==> config.mk <==
export PLATFORM = sky130hd
export DESIGN_NAME = kb_cmd_tx
export DESIGN_NICKNAME = d
export VERILOG_FILES = /design/src/rtl/kb_cmd_tx.sv
export SDC_FILE = /design/constraint.sdc
export NUM_CORES = 1
export LEC_CHECK = 0
export CAP_MARGIN = 10
export CORE_MARGIN = 2
export CORE_UTILIZATION = 40
export DETAILED_ROUTE_END_ITERATION = 12
export PLACE_DENSITY = 0.57
export REMOVE_ABC_BUFFERS = 1
export SYNTH_ARGS = -nofsm -noshare
export SYNTH_HDL_FRONTEND = slang
export SYNTH_SLANG_ARGS = --single-unit
==> constraint.sdc <==
create_clock -name clk -period 2.4 [get_ports clk]
set_clock_uncertainty 0.2 [all_clocks]
set_input_delay 0.36 -clock clk [delete_from_list [all_inputs] [get_ports clk]]
set_output_delay 0.36 -clock clk [all_outputs]
set_load 0.1 [all_outputs]
==> src/rtl/kb_cmd_tx.sv <==
// PS/2 host-to-device command transmitter: request-to-send, 8 data bits LSB first, odd parity, ack check.
// Optional device watchdog enabled by defining KB_TX_TIMEOUT_EN.
module kb_cmd_tx #(
  parameter int INHIBIT_CNT = 8192
`ifdef KB_TX_TIMEOUT_EN
  ,
  parameter int TIMEOUT_CNT = 1_000_000
`endif
) (
  input  logic       clk,
  input  logic       reset,
  input  logic       wr_ps2,
  input  logic [7:0] din,
  input  logic       ps2c_in,
  input  logic       ps2d_in,
  output logic       ps2c_oe,
  output logic       ps2d_oe,
  output logic       tx_idle,
  output logic       tx_done_tick,
  output logic       ack_err
);

  localparam int IW = $clog2(INHIBIT_CNT + 1);

  typedef enum logic [2:0] {
    S_IDLE,
    S_RTS,
    S_START,
    S_DATA,
    S_STOP,
    S_WAIT_REL
  } state_t;

  state_t        state;
  logic [8:0]    sreg;
  logic [3:0]    bcnt;
  logic [IW-1:0] inh_cnt;
  logic [7:0]    filt;
  logic          fclk;
  logic          fclk_next;
  logic          fall_tick;
  logic          d_s1;
  logic          d_s2;

`ifdef KB_TX_TIMEOUT_EN
  localparam int WW = $clog2(TIMEOUT_CNT + 1);
  logic [WW-1:0] wdog;
`endif

  always_comb begin
    fclk_next = fclk;
    if (filt == '1)
      fclk_next = 1'b1;
    else if (filt == '0)
      fclk_next = 1'b0;
    fall_tick = fclk & ~fclk_next;
  end

  always_ff @(posedge clk or posedge reset) begin
    if (reset) begin
      filt <= '0;
      fclk <= 1'b0;
      d_s1 <= 1'b0;
      d_s2 <= 1'b0;
    end else begin
      filt <= {ps2c_in, filt[7:1]};
      fclk <= fclk_next;
      d_s1 <= ps2d_in;
      d_s2 <= d_s1;
    end
  end

  always_ff @(posedge clk or posedge reset) begin
    if (reset) begin
      state        <= S_IDLE;
      sreg         <= '0;
      bcnt         <= '0;
      inh_cnt      <= '0;
      ps2c_oe      <= 1'b0;
      ps2d_oe      <= 1'b0;
      tx_idle      <= 1'b1;
      tx_done_tick <= 1'b0;
      ack_err      <= 1'b0;
`ifdef KB_TX_TIMEOUT_EN
      wdog         <= '0;
`endif
    end else begin
      tx_done_tick <= 1'b0;
      case (state)
        S_IDLE: begin
          if (wr_ps2) begin
            sreg    <= {~^din, din};
            ack_err <= 1'b0;
            bcnt    <= '0;
            inh_cnt <= '0;
            ps2c_oe <= 1'b1;
            tx_idle <= 1'b0;
            state   <= S_RTS;
          end
        end
        S_RTS: begin
          if (inh_cnt == IW'(INHIBIT_CNT - 1)) begin
            ps2c_oe <= 1'b0;
            ps2d_oe <= 1'b1;
            state   <= S_START;
          end else begin
            inh_cnt <= inh_cnt + IW'(1);
          end
        end
        S_START: begin
          if (fall_tick) begin
            ps2d_oe <= ~sreg[0];
            bcnt    <= 4'd8;
            state   <= S_DATA;
          end
        end
        S_DATA: begin
          // ps2d_oe looks one bit ahead so the next bit appears right after this edge
          if (fall_tick) begin
            sreg <= {1'b0, sreg[8:1]};
            if (bcnt == 4'd0) begin
              ps2d_oe <= 1'b0;
              state   <= S_STOP;
            end else begin
              ps2d_oe <= ~sreg[1];
              bcnt    <= bcnt - 4'd1;
            end
          end
        end
        S_STOP: begin
          if (fall_tick) begin
            ack_err <= d_s2;
            state   <= S_WAIT_REL;
          end
        end
        S_WAIT_REL: begin
          if (fclk && d_s2) begin
            tx_done_tick <= 1'b1;
            tx_idle      <= 1'b1;
            state        <= S_IDLE;
          end
        end
        default: begin
          ps2c_oe <= 1'b0;
          ps2d_oe <= 1'b0;
          tx_idle <= 1'b1;
          state   <= S_IDLE;
        end
      endcase
`ifdef KB_TX_TIMEOUT_EN
      // watchdog assignments come last so an abort overrides the normal step
      if (state inside {S_START, S_DATA, S_STOP, S_WAIT_REL}) begin
        if (fall_tick) begin
          wdog <= '0;
        end else if (wdog == WW'(TIMEOUT_CNT - 1)) begin
          wdog         <= '0;
          ack_err      <= 1'b1;
          ps2c_oe      <= 1'b0;
          ps2d_oe      <= 1'b0;
          tx_done_tick <= 1'b1;
          tx_idle      <= 1'b1;
          state        <= S_IDLE;
        end else begin
          wdog <= wdog + WW'(1);
        end
      end else begin
        wdog <= '0;
      end
`endif
    end
  end

endmodule

==> flow_summary.yaml <==
outcome:
  status: "finished clean"
critical_path:
  reg2regPathDepth: 5
  cp_data_required_time_ns: 2.38
  critical_path_peak_fanout: 4
  worstSetupEndpointType: "flip-flop"
  category_of_the_worst_setup_path_launch_point: "flip-flop"
  setup.worst_path.class: "flip-flop to flip-flop"
  critical_path_arrival_ns: 2.16
yosys:
  postSynthRegisterBits: 46
  post_synth_num_cell_types: 49
  synth-main-ff-cell: "sky130_fd_sc_hd__dfrtp_1"
  netlist_instances: 237
  postSynth.asyncResetShare: 1.00
  share_of_the_yosys_chip_area_belonging_to_registers: 0.478
  mappedNetlistArea_sq_um: 2410
  number_of_flops_mapped_to_enable_cells_by_yosys: 0
  yosys_warnings: 0
  avgSynthCellArea_sq_um: 10.2
global_route:
  grt_start_max_net_pins: 22
  global_route_wire_length_before_repair_um: 8450
  grt.total_usage: 0.164
  number_of_antenna_violations_at_the_first_check_in_global_routing: 0
  grt_pass1_vias: 1798
  overflow: 0
sta:
  slew_headroom: 0.622
  final-setup-viol-count: 0
  hold_viol_final: 0
  hold-worst-slack_ns: 0.170
  setup_tns_ns: 0
  finalWorstPathRequiredPeriod_ns: 2.18
  fmaxAchievable_mhz: 459
  worst_slew_pin_slew_ns: 0.563
  period_share: 0.907
  grt_setup_unrepaired: "false"
  fin_ws_ns: 0.223
  final-max-slew-violation-count: 0
route:
  routed_wirelength_um: 4890
  drt-vias-per-instance: 5.34
  drc_errors: 0
  wl_per_cell_um: 14.1
  drt_first_pass_iters: 4
  detail_route.iter0.violations: 89
  route.vias.total: 1853
  antenna_left: 0
pwr:
  design_power_total_uw: 1470
  vdd_ir_drop_max_uv: 397
  power.density_cell_area_nw_per_um2: 509
  p_leak_uw: 0.00122
clocking:
  cts_bufs_inserted: 5
  cts.htree.levels: 2
  cts_tree: "done"
  insertion_delay_ns: 0.30
  clock_sinks: 46
  cts_root_buffer: "sky130_fd_sc_hd__clkbuf_8"
  ctsLongestPathBuffers: 2
  post_cts.resized_instances: 0
  cts.hold.buffers_added: 0
  clkSlewWorstSetupHoldPaths_ns: 0.10
  cts_post_setup_buffers_inserted: 0
final_layout:
  layout_stage_area_growth_over_the_synthesis_result_pct: 19.7
  final_layout_size_suffix_gt1_frac: 0.195
  layout_common_cells: "sky130_fd_sc_hd__dfrtp_1, sky130_fd_sc_hd__nand2_1, sky130_fd_sc_hd__buf_4, sky130_fd_sc_hd__mux2i_1"
  final_common_cell: "sky130_fd_sc_hd__dfrtp_1"
  final.fill_count: 553
  final_cell_area_sq_um: 2890
  antenna-diode-count: 0
  nets: 286
placed_design:
  placement.io_buffers: 17
  pre_cts_slack_ns: 0.141
  dpl-instance-area_sq_um: 2780
  dpl.hpwl_um: 3610
  globalplace.congestion: 0.794
floorplanning:
  die_x_um: 81.7
  placement_rows: 28
  chipHeight_um: 81.7
  core_area_sq_um: 5890
  io-pin-count: 18
  effective_utilization_at_floorplan: 0.410
  floorplan.die_area_sq_um: 6670
job:
  timing.max_cap.violations: 0
hold_path:
  worstHoldPathType: "primary input to async pin"
[kinds of logic (layout without fill, tap and decap cells)]
logic type      count (synthesis)  count (layout)  synth area share
flops                          46              46             0.478
xor+xnor                        7               7            0.0254
simple gates                   98              98             0.232
compound gates                 38              38             0.107
buf+inv                        20              55            0.0337
fa+ha+maj                       2               2            0.0104
mux                            26              26             0.114
[metrics by stage]
| step | util | std cells |
|---|---|---|
| 2_1_floorplan | - | 228 |
| 5_1_grt | 0.491 | 347 |
| 4_1_cts | 0.491 | 347 |
| 6_report | 0.491 | 347 |
| 3_3_place_gp | 0.472 | 339 |
| 3_5_place_dp | 0.472 | 339 |
[cells in the mapped netlist (all sizes together) (2+ instances only)]
library cell / count / area share
o22ai: 2 / 0.0052
nand4b: 3 / 0.011
nand2b: 8 / 0.021
dfrtp: 45 / 0.47
nand2: 25 / 0.039
or3: 2 / 0.0052
o31ai: 3 / 0.015
or3b: 2 / 0.0073
buf: 3 / 0.0062
nand4: 7 / 0.018
o21a: 2 / 0.0062
mux2i: 14 / 0.058
ha: 2 / 0.010
o32ai: 2 / 0.0073
o21ai: 9 / 0.019
inv: 11 / 0.017
xnor2: 6 / 0.022
nand3b: 3 / 0.0093
mux2: 12 / 0.056
nor2: 10 / 0.016
nor4: 8 / 0.021
a21oi: 10 / 0.021
nor3: 8 / 0.017
or4: 5 / 0.016
nand3: 8 / 0.019
a31oi: 2 / 0.0052
nor2b: 3 / 0.011
clkbuf: 6 / 0.010
[path summary, 6_finish.rpt]
path / startpoint / to / slack, ns
worst max-delay path: inh_cnt[0] / ps2d_oe / 0.22
max in group asynchronous: reset / bcnt[2] / 1.33
worst max register to register: inh_cnt[0] / ps2d_oe / 0.22
worst min register to register: d_s1 / d_s2 / 0.17
worst min-delay path: reset / inh_cnt[11] / 0.17
min in group clk: d_s1 / d_s2 / 0.17
[state kept, by name (all words and copies together) (netlist names), 3 cells and up]
register  cells
inh_cnt      14
state         3
sreg          9
filt          8
bcnt          4
[final cells by class]
| class | instances | area, sq um | share of cell area |
|---|---|---|---|
| Multi-Input combinational cell | 171 | 1180 | 0.408 |
| Timing Repair Buffer | 36 | 313 | 0.108 |
| Sequential cell | 46 | 1150 | 0.399 |
| Clock buffer | 5 | 68.8 | 0.0238 |
| Tap cell | 75 | 93.8 | 0.0325 |
| Clock inverter | 3 | 40.0 | 0.0139 |
| Inverter | 11 | 41.3 | 0.0143 |
[worst max-delay path, cell delays in order, from the launching register on]
cell                       delay (ns)
sky130_fd_sc_hd__dfrtp_1         0.41
sky130_fd_sc_hd__ha_1            0.20
sky130_fd_sc_hd__nand4b_1        0.12
sky130_fd_sc_hd__or4_1           0.49
sky130_fd_sc_hd__a211oi_1        0.28
sky130_fd_sc_hd__mux2_2          0.36
[power by group]
group          internal [uW]  total [uW]  switching [uW]
Sequential               789         804            15.0
Clock                    307         576             269
Combinational           48.2        88.7            40.5
[layer usage]
| metal | vias to the layer above | routed length [um] | track usage |
|---|---|---|---|
| li1 | 933 | - | - |
| met1 | 885 | 2470 | 0.223 |
| met4 | 0 | 46 | 0.0483 |
| met3 | 7 | 178 | 0.0363 |
| met2 | 28 | 2190 | 0.264 |
| met5 | - | 0 | 0 |
(Power assumes the default switching activity.)
